==> config.mk <==
export PLATFORM = sky130hd
export DESIGN_NAME = pcpi_initiator
export DESIGN_NICKNAME = d
export VERILOG_FILES = /design/src/rtl/pcpi_initiator.sv
export SDC_FILE = /design/constraint.sdc
export NUM_CORES = 1
export LEC_CHECK = 0
export CAP_MARGIN = 20
export CORE_ASPECT_RATIO = 0.6
export CORE_MARGIN = 1.5
export CORE_UTILIZATION = 40
export DETAILED_ROUTE_END_ITERATION = 6
export GPL_TIMING_DRIVEN = 0
export PLACE_DENSITY = 0.8
export SLEW_MARGIN = 10
export SYNTH_ARGS = -nofsm -noshare
export SYNTH_HDL_FRONTEND = slang
export SYNTH_SLANG_ARGS = --single-unit
==> constraint.sdc <==
create_clock -name clk -period 2 [get_ports clk]
set_input_delay 0.3 -clock clk [delete_from_list [all_inputs] [get_ports clk]]
set_output_delay 0.3 -clock clk [all_outputs]
set_load 0.01 [all_outputs]
==> src/rtl/pcpi_initiator.sv <==
// pcpi_initiator: host-side PCPI master issuing one custom instruction at a time,
// returning the result, write flag, status and latency on a valid/ready response port.
module pcpi_initiator #(
    parameter int TIMEOUT_CYCLES = 16,
    parameter int CNT_W          = 16
) (
    input  logic             clk,
    input  logic             rst,
    input  logic             cmd_valid,
    output logic             cmd_ready,
    input  logic [31:0]      cmd_insn,
    input  logic [31:0]      cmd_rs1,
    input  logic [31:0]      cmd_rs2,
    output logic             rsp_valid,
    input  logic             rsp_ready,
    output logic [31:0]      rsp_data,
    output logic             rsp_wr,
    output logic [1:0]       rsp_status,
    output logic [CNT_W-1:0] rsp_cycles,
    output logic             pcpi_valid,
    output logic [31:0]      pcpi_insn,
    output logic [31:0]      pcpi_rs1,
    output logic [31:0]      pcpi_rs2,
    input  logic             pcpi_wr,
    input  logic [31:0]      pcpi_rd,
    input  logic             pcpi_wait,
    input  logic             pcpi_ready
);
    localparam int TO_W = $clog2(TIMEOUT_CYCLES);

    typedef enum logic [1:0] {IDLE, ISSUE, RESP} state_t;

    state_t            state_q, state_d;
    logic [TO_W-1:0]   to_cnt_q, to_cnt_d;
    logic [31:0]       insn_q, insn_d;
    logic [31:0]       rs1_q, rs1_d;
    logic [31:0]       rs2_q, rs2_d;
    logic [31:0]       data_q, data_d;
    logic              wr_q, wr_d;
    logic [1:0]        status_q, status_d;
    logic [CNT_W-1:0]  cycles_q, cycles_d;

    always_ff @(posedge clk) begin
        if (!rst) begin
            state_q  <= IDLE;
            to_cnt_q <= '0;
            insn_q   <= '0;
            rs1_q    <= '0;
            rs2_q    <= '0;
            data_q   <= '0;
            wr_q     <= 1'b0;
            status_q <= 2'b00;
            cycles_q <= '0;
        end else begin
            state_q  <= state_d;
            to_cnt_q <= to_cnt_d;
            insn_q   <= insn_d;
            rs1_q    <= rs1_d;
            rs2_q    <= rs2_d;
            data_q   <= data_d;
            wr_q     <= wr_d;
            status_q <= status_d;
            cycles_q <= cycles_d;
        end
    end

    always_comb begin
        state_d  = state_q;
        to_cnt_d = to_cnt_q;
        insn_d   = insn_q;
        rs1_d    = rs1_q;
        rs2_d    = rs2_q;
        data_d   = data_q;
        wr_d     = wr_q;
        status_d = status_q;
        cycles_d = cycles_q;
        case (state_q)
            IDLE: begin
                if (cmd_valid) begin
                    insn_d   = cmd_insn;
                    rs1_d    = cmd_rs1;
                    rs2_d    = cmd_rs2;
                    to_cnt_d = '0;
                    cycles_d = '0;
                    state_d  = ISSUE;
                end
            end
            ISSUE: begin
                cycles_d = (cycles_q == '1) ? cycles_q : cycles_q + CNT_W'(1);
                // ready wins over wait, and wait wins over an expiring timeout
                if (pcpi_ready) begin
                    data_d   = pcpi_rd;
                    wr_d     = pcpi_wr;
                    status_d = 2'b00;
                    state_d  = RESP;
                end else if (pcpi_wait) begin
                    to_cnt_d = '0;
                end else if (to_cnt_q == TO_W'(TIMEOUT_CYCLES - 1)) begin
                    data_d   = '0;
                    wr_d     = 1'b0;
                    status_d = 2'b01;
                    state_d  = RESP;
                end else begin
                    to_cnt_d = to_cnt_q + TO_W'(1);
                end
            end
            RESP: begin
                if (rsp_ready) state_d = IDLE;
            end
            default: state_d = IDLE;
        endcase
    end

    assign cmd_ready  = (state_q == IDLE);
    assign pcpi_valid = (state_q == ISSUE);
    assign rsp_valid  = (state_q == RESP);
    assign pcpi_insn  = insn_q;
    assign pcpi_rs1   = rs1_q;
    assign pcpi_rs2   = rs2_q;
    assign rsp_data   = data_q;
    assign rsp_wr     = wr_q;
    assign rsp_status = status_q;
    assign rsp_cycles = cycles_q;
endmodule

* Word-level counts from Yosys, hierarchy flattened
Index checks and enable logic that the tools add are counted.
Storage, ports and cells: register bits after elaboration 153, input port bits 135, output and inout bits 150, word-level logic and storage cells 54
Cells by class: reduce and logical (&&, ||, !) cells 8, add/subtract/negate cells 2, equality and inequality tests 12, mux-type cells 23
Operators with widths (count):
- 2-to-1 mux 32 bit | 3
- 2-to-1 mux 16 bit | 2
- case mux 16 bit (2 select lines) | 1
- adder 16 x 1 -> 16 bit, second input constant | 1
- == test 16 bit, second input constant | 1
- 2-to-1 mux 2 bit | 8
- 2-to-1 mux 4 bit | 4
- case mux 4 bit (2 select lines) | 1
- AND reduction 4 bit | 2
- != test 2 bit, second input constant | 3
- case mux 2 bit (3 select lines) | 1
- AND reduction 3 bit | 2
- adder 4 x 1 -> 4 bit, second input constant | 1
- == test 4 bit, second input constant | 1
- != test 2 x 1 -> 1 bit, second input constant | 2
- nonzero test 2 bit | 2
- 2-to-1 mux 1 bit | 3
- != test 3 x 1 -> 1 bit, second input constant | 1
- != test 3 x 2 -> 1 bit, second input constant | 1
- != test 3 bit, second input constant | 1
- == test 2 x 1 -> 1 bit, second input constant | 1
- == test 2 bit, second input constant | 1
- zero test 2 bit | 1
- AND reduction 2 bit | 1

* Longest topological paths before layout
Gate-level depths: netlist (run 1).
word-level depth 5, depth in mapped cells 7, mapped depth without buffers 5

* Worst setup path after synthesis (run 1)
OpenSTA, ideal clock, no wires.
kind register -> register, start register cycles_q[0] (netlist: rsp_cycles[0]), end register cycles_q[9] (netlist: rsp_cycles[9]), data required time 1.880 ns, data arrival time 1.635 ns, library setup time 0.120 ns, stages on the path, launching flop included 7, setup slack 0.246 ns, cell sequence dfxtp_1 ha_1 nand3_2 nor4_4 buf_6 nor3_2 a211o_1
On the way: word-level cells in the longest chain between the ends 3, elaborated cells on any way between the ends 6, those cells by class add/sub: 1; eq/ne: 2; mux: 2; reduce/logical: 1
RTL lines:
- from (decl) | line 41 | logic [CNT_W-1:0] cycles_q, cycles_d;
- from (signal assigned) | line 63 | cycles_q <= cycles_d;
- adder 16 x 1 -> 16 bit / == test 16 bit (equally long branches) | line 89 | cycles_d = (cycles_q == '1) ? cycles_q : cycles_q + CNT_W'(1);
- 2-to-1 mux 16 bit / != test 2 bit (equally long branches)
- case mux 16 bit (2 select lines) / AND reduction 3 bit (equally long branches)
Several ways; a longest one is shown, not always the timed one. The select of a mux whose other input is x is not followed. A chain may end at the register's enable or synchronous reset.

* Worst setup path after layout (run 1)
start register cycles_q[1] (netlist: rsp_cycles[1]), end register cycles_q[9] (netlist: rsp_cycles[9])
Same word-level chain as after synthesis.

==> results of run 1 <==
==> per-layer routing <==
layer	global-route usage, %	share of wire [%]	vias up
met3	7.86	8.1	16
met1	31.1	45	2741
li1	-	-	2928
met5	0	0	-
met2	39.8	46	197
met4	6.05	0.89	0
==> cell families (layout without fill, tap and decap cells) <==
| group | count (synthesis) | in the layout | share of synthesized area (%) |
|---|---|---|---|
| multiplexers | 4 | 4 | 0.724 |
| AND/OR/NAND/NOR | 285 | 285 | 21.7 |
| adder cells (fa/ha/maj) | 2 | 2 | 0.438 |
| AO/OA/AOI/OAI | 176 | 176 | 18.7 |
| XOR/XNOR | 1 | 1 | 0.154 |
| other | 1 | 1 | 0.0657 |
| buffers and inverters | 58 | 374 | 4.85 |
| flip-flops | 152 | 152 | 53.3 |
==> how the worst max path moves through the flow <==
stage | start | to | cells past startpoint
2_1_floorplan | rsp_cycles[0]$_SDFFE_PN0P_ | rsp_cycles[9]$_SDFFE_PN0P_ | 6
3_3_place_gp | cmd_valid | rsp_cycles[2]$_SDFFE_PN0P_ | 7
3_5_place_dp | cmd_valid | rsp_cycles[15]$_SDFFE_PN0P_ | 7
4_1_cts | state_q[1]$_SDFFE_PN0P_ | pcpi_insn[29]$_SDFFE_PN0P_ | 5
5_1_grt | rsp_cycles[1]$_SDFFE_PN0P_ | rsp_cycles[9]$_SDFFE_PN0P_ | 6
6_report | rsp_cycles[1]$_SDFFE_PN0P_ | rsp_cycles[9]$_SDFFE_PN0P_ | 6
==> worst register-to-register path, stage by stage, from the launching register on <==
cell and delay [ps]:
dfxtp_1 460, ha_2 290, nand3_4 160, nor4_4 380, buf_6 200, nor3_2 50, a211o_1 250
==> through the flow <==
| step | TNS [ps] | hold slack (ps) | utilization, % |
|---|---|---|---|
| floorplan | 0 | 436 | - |
| global placement | -43430 | 441 | 63.7 |
| detailed placement | -42920 | 445 | 63.7 |
| CTS | -4.25 | 428 | 68.0 |
| global route | 0 | 438 | 68.3 |
| finish | 0 | 440 | 68.3 |
==> layout make-up <==
cell class / count / area [sq um]
sequential: 152 / 3050
buffer: 52 / 273
timing repair buffer: 284 / 2840
tap: 192 / 240
inverter: 6 / 22.5
multi-input combinational: 469 / 2420
clock inverter: 13 / 134
fill: 1177 / 4370
clock buffer: 19 / 443
==> power breakdown <==
| part | internal [W] | leakage (nW) | switching [W] |
|---|---|---|---|
| Clock | 0.00178 | 0.267 | 0.00134 |
| Combinational | 0.000665 | 1.98 | 0.000555 |
| Sequential | 0.00319 | 1.24 | 0.0000879 |
==> state kept, by name, indices dropped and copies added (netlist names) <==
signal / cells
pcpi_insn: 32
pcpi_rs1: 32
pcpi_rs2: 32
rsp_cycles: 16
rsp_data: 32
rsp_status: 1
rsp_wr: 1
state_q: 2
to_cnt_q: 4
==> repair_timing <==
action / CTS / global route
setup endpoints to repair: 43 / 56
resized for setup: 8 / 18
setup buffers: 1 / 0
==> cells in the final DEF, fill, tap and decap left out, types with 4 or more instances in the layout <==
| master | synthesis | routed |
|---|---|---|
| nand3_1 | 8 | 8 |
| clkbuf_2 | 0 | 7 |
| clkdlybuf4s50_1 | 0 | 282 |
| inv_6 | 0 | 5 |
| a21oi_1 | 103 | 103 |
| clkbuf_16 | 0 | 17 |
| nor3_1 | 5 | 5 |
| clkinvlp_4 | 0 | 5 |
| o21ai_0 | 8 | 8 |
| o21a_1 | 4 | 4 |
| nor4_1 | 6 | 5 |
| dfxtp_1 | 152 | 150 |
| nand2_1 | 198 | 198 |
| inv_1 | 6 | 5 |
| a22oi_1 | 35 | 35 |
| nor2_1 | 40 | 40 |
| buf_2 | 18 | 18 |
| clkbuf_1 | 29 | 22 |
| nand4_1 | 5 | 5 |
==> run summary, run 1 <==
Status: finished, final reports clean
Final Wtd Congestion: 0.845
Yosys top cell area share: 53.3%
Setup WS pre-CTS: -529 ps
Most frequent cell after synthesis: nand2_1
Most frequent cells after synthesis: nand2_1, dfxtp_1, a21oi_1, nor2_1, a22oi_1
Async SR Flop Fraction: 0%
Overall power: 0.00762 W
CTS Hold Bufs: 0
Reg-to-reg endpoint: rsp_cycles[9]$_SDFFE_PN0P_
Max-Cap Viols: 0
1st-iter DRT viols: 427
WHS Endpoint: pcpi_insn[16]$_SDFFE_PN0P_
Total core area: 0.0138 sq mm
Layout Nets: 1119
CP Max Fanout: 10
Worst setup SP type: register
Maximum root-to-sink buffer count: 2
ANT cells: 0
Max-slew headroom: 56.6%
Cells after DPL: 1154
Wire length per cell: 15.8 um
DP HPWL: 13900 um
CP endpoint kind: register
Remaining antenna violation count: 0
H-tree depth: 4
Post-synth EDFFs: 0
Hold path cells: 3
Buffers & Inverters on Critical Path: 1
CP max stage delay: 460 ps
RSZ-0062 raised after global routing: no
Number of cells on the worst reg-to-reg path: 6
Least-Margin Pin Slew: 651 ps
Most used flip-flop cell after synthesis: dfxtp_1
Row cnt: 33
Initial antenna violation count: 0
Pwr dens: 809 mW/mm^2
CTS root buffer: clkbuf_16
Seq/Total Area, Yosys: 53.3%
First-pass GRT wire length: 28300 um
Flops & latches, synth: 152
R2R Setup Slk: 100 ps
Clock sink total: 152
Yosys cell types: 56
Reg clk slew, reported paths: 70 ps
DRC Markers: 0
Pin count of the biggest net entering global routing: 17
Vias in the first global route: 5421
Area growth syn-to-layout: 65.1%
Yosys warning total: 0
Pre-Repair DR Iteration Count: 5
Area post-placement: 0.00878 sq mm
Hold wc startpoint: cmd_insn[16]
Avg Cell Area, Syn: 8.40 sq um
Final setup margin: 103 ps
Post-route clock period utilization: 94.8%
Initial Util: 41.4%
CTS tree: built
Finished Layout Cells: 1187
WS Path Type: register to register
I/O Pins: 285
Vias per cell: 4.96
Global route total overflow: 0
Die area: 0.0150 sq mm
Period minus WS final: 1900 ps
Setup Viol. Count Final: 0
Critical path's top delay family: simple AND/OR/NAND/NOR gates
I/O Buffers: 283
Worst hold path type: primary input to register
P_leak: 3.49 nW
Syn Nets: 816
Final wirelength: 18700 um
Synthesized instance count: 679
Fmax: 0.527 GHz
Synth area leader: dfxtp_1
CTS Buf Count: 17
Final design area excluding fillers: 0.00942 sq mm
Die width: 157 um
Worst VDD drop: 0.604 mV
Final Hold Violating Endpoints: 0
Vias: 5882
CP cell instances: ha_2, nand3_4, nor4_4, buf_6, nor3_2, a211o_1
Share of cells above drive strength 1: 8.34%
Global Route Usage Sum: 24.3%
Area contributors post-synth: dfxtp_1, nand2_1, a21oi_1
Die height: 95.5 um
Post-Syn Area: 0.00571 sq mm
CP Data Required Time: 2300 ps
Skew-Pair Late Insertion Delay: 400 ps
Slew Viols, Final: 0
Critical Path AT: 2190 ps
Skew final: 11.7 ps
CP max-delay cell: dfxtp_1
Reg2Reg Launch Point: rsp_cycles[1]$_SDFFE_PN0P_
Power figures use the tool's default switching activity.
==> run 2: changes to the inputs <==
- CORE_MARGIN: 1.5 -> 4
==> run summary, run 2 (same netlist as run 1, synthesis figures left out) <==
Max-slew headroom: 58.6% (was 56.6%)
Cell Int Power: 0.00566 W (was 0.00564 W)
Reg-to-reg endpoint: pcpi_rs2[6]$_SDFFE_PN0P_ (was rsp_cycles[9]$_SDFFE_PN0P_)
Worst setup SP type: register (unchanged)
Slew Viols, Final: 0 (unchanged)
Share of cells above drive strength 1: 8.15% (was 8.34%)
Clock Power Share: 41.2% (was 41.0%)
Skew-Pair Late Insertion Delay: 410 ps (was 400 ps)
Vias: 5960 (was 5882)
Worst hold path type: primary input to register (unchanged)
Final wirelength: 19500 um (was 18700 um)
Layout Nets: 1118 (was 1119)
WS Path Type: register to output port (was register to register)
Period minus WS final: 1890 ps (was 1900 ps)
Setup Viol. Count Final: 0 (unchanged)
Most frequent cells in the layout: clkdlybuf4s50_1, nand2_1, dfxtp_1, a21oi_1, nor2_1 (unchanged)
CTS root buffer: clkbuf_16 (unchanged)
Vias per cell: 5.03 (was 4.96)
I/O Pins: 285 (unchanged)
Wire length per cell: 16.5 um (was 15.8 um)
Critical Path AT: 1590 ps (was 2190 ps)
Final setup margin: 110 ps (was 103 ps)
Least-Margin Pin Slew: 621 ps (was 651 ps)
Row cnt: 33 (unchanged)
Gate power share: 15.9% (was 16.0%)
Maximum root-to-sink buffer count: 2 (unchanged)
Pre-Repair DR Iteration Count: 5 (unchanged)
Overall power: 0.00764 W (was 0.00762 W)
1st-iter DRT viols: 478 (was 427)
Pwr dens: 812 mW/mm^2 (was 809 mW/mm^2)
Fmax: 0.529 GHz (was 0.527 GHz)
Crit path to: rsp_valid (was rsp_cycles[9]$_SDFFE_PN0P_)
Share of total power in sequential cells: 42.8% (was 43.0%)
Reg clk slew, reported paths: 70 ps (about the same)
Crit path from: state_q[1]$_SDFFE_PN0P_ (was rsp_cycles[1]$_SDFFE_PN0P_)
CP Max Fanout: 6 (was 10)
Die height: 101 um (was 95.5 um)
CTS Buf Count: 17 (unchanged)
Pin count of the biggest net entering global routing: 17 (unchanged)
Final Wtd Congestion: 0.817 (was 0.845)
Sw frac: 25.9% (was 26.0%)
Reg2Reg Launch Point: state_q[1]$_SDFFE_PN0P_ (was rsp_cycles[1]$_SDFFE_PN0P_)
Die width: 162 um (was 157 um)
# fillers: 1167 (was 1177)
P_leak: 3.50 nW (was 3.49 nW)
I/O Buffers: 283 (unchanged)
DP HPWL: 14600 um (was 13900 um)
Vias in the first global route: 5682 (was 5421)
Max-Cap Viols: 0 (unchanged)
Die area: 0.0163 sq mm (was 0.0150 sq mm)
Total core area: 0.0138 sq mm (unchanged)
Remaining antenna violation count: 0 (unchanged)
First-pass GRT wire length: 30000 um (was 28300 um)
H-tree depth: 4 (unchanged)
RSZ-0062 raised after global routing: no (unchanged)
Post-route clock period utilization: 94.5% (was 94.8%)
ANT cells: 0 (unchanged)
Worst VDD drop: 0.511 mV (was 0.604 mV)
Most common cell after layout, fill and taps aside: clkdlybuf4s50_1 (unchanged)
Number of cells on the worst reg-to-reg path: 5 (was 6)
CTS Hold Bufs: 0 (unchanged)
Area growth syn-to-layout: 64.9% (was 65.1%)
Status: finished, final reports clean (unchanged)
NetSw: 0.00198 W (about the same)
Global Route Usage Sum: 23.1% (was 24.3%)
CP endpoint kind: output port (was register)
Total Neg Setup Slack: 0 ps (unchanged)
CP Data Required Time: 1700 ps (was 2300 ps)
Skew final: 14.1 ps (was 11.7 ps)
Clock sink total: 152 (unchanged)
Global route total overflow: 0 (unchanged)
Setup WS pre-CTS: -524 ps (was -529 ps)
CTS tree: built (unchanged)
DRC Markers: 0 (unchanged)
Initial Util: 41.4% (unchanged)
Initial antenna violation count: 0 (unchanged)
Final Hold Violating Endpoints: 0 (unchanged)
R2R Setup Slk: 130 ps (was 100 ps)
run 2: what timing repair did:
| item | in CTS | in global routing |
|---|---|---|
| endpoints found under the setup margin | 43 | 38 |
| gates resized for setup | 8 | 16 |
| pin swaps | 0 | 1 |
| buffers inserted | 0 | 0 |
run 2: per-layer routing:
metal | vias up | share of wire (%) | GRT usage [%]
met4 | 0 | 1.2 | 5.39
li1 | 2928 | - | -
met3 | 19 | 7.3 | 6.50
met5 | - | 0 | 0
met2 | 210 | 47 | 38.6
met1 | 2803 | 45 | 30.1
run 2: critical path, cell delays in order (launching register included):
cell and delay (ps):
dfxtp_1 420, nor2b_1 200, clkdlybuf4s50_1 560
run 2: power groups by stage:
stage	registers, W	clock network (W)	logic (W)
after floorplan	0.00341	0	0.000406
after global placement	0.00333	0	0.00120
after detailed placement	0.00334	0	0.00122
after CTS	0.00327	0.00321	0.00123
after global routing	0.00330	0.00336	0.00132
final	0.00327	0.00315	0.00122
run 2: worst min path at each step:
stage                                   from                    endpoint  slack, ps  cells past startpoint
floorplan                        cmd_insn[0]   pcpi_insn[0]$_SDFFE_PN0P_        440                      2
global placement    pcpi_rs2[9]$_SDFFE_PN0P_    pcpi_rs2[9]$_SDFFE_PN0P_        440                      2
detailed placement  pcpi_rs1[2]$_SDFFE_PN0P_    pcpi_rs1[2]$_SDFFE_PN0P_        450                      2
CTS                              cmd_insn[8]   pcpi_insn[8]$_SDFFE_PN0P_        420                      3
global route                     cmd_rs1[21]   pcpi_rs1[21]$_SDFFE_PN0P_        430                      3
finish                          cmd_insn[10]  pcpi_insn[10]$_SDFFE_PN0P_        430                      3
run 2: area by class of cell:
type | count | area (sq um) | area share (%)
plain buffers | 52 | 273 | 2.90
inverters | 6 | 22.5 | 0.239
multi-input cells | 469 | 2410 | 25.6
clock buffers | 19 | 453 | 4.81
clock inverters | 13 | 134 | 1.42
well taps | 192 | 240 | 2.55
repair buffers | 283 | 2830 | 30.1
flip-flops and latches | 152 | 3050 | 32.4
run 2: metrics by stage:
stage	util, %	hold WS (ps)	std cells	area [sq um]
6_report	68.2	435	1186	9410
2_1_floorplan	-	436	679	5710
4_1_cts	68.0	422	1186	9380
5_1_grt	68.2	428	1186	9410
3_5_place_dp	63.7	445	1154	8780
3_3_place_gp	63.7	442	1154	8780
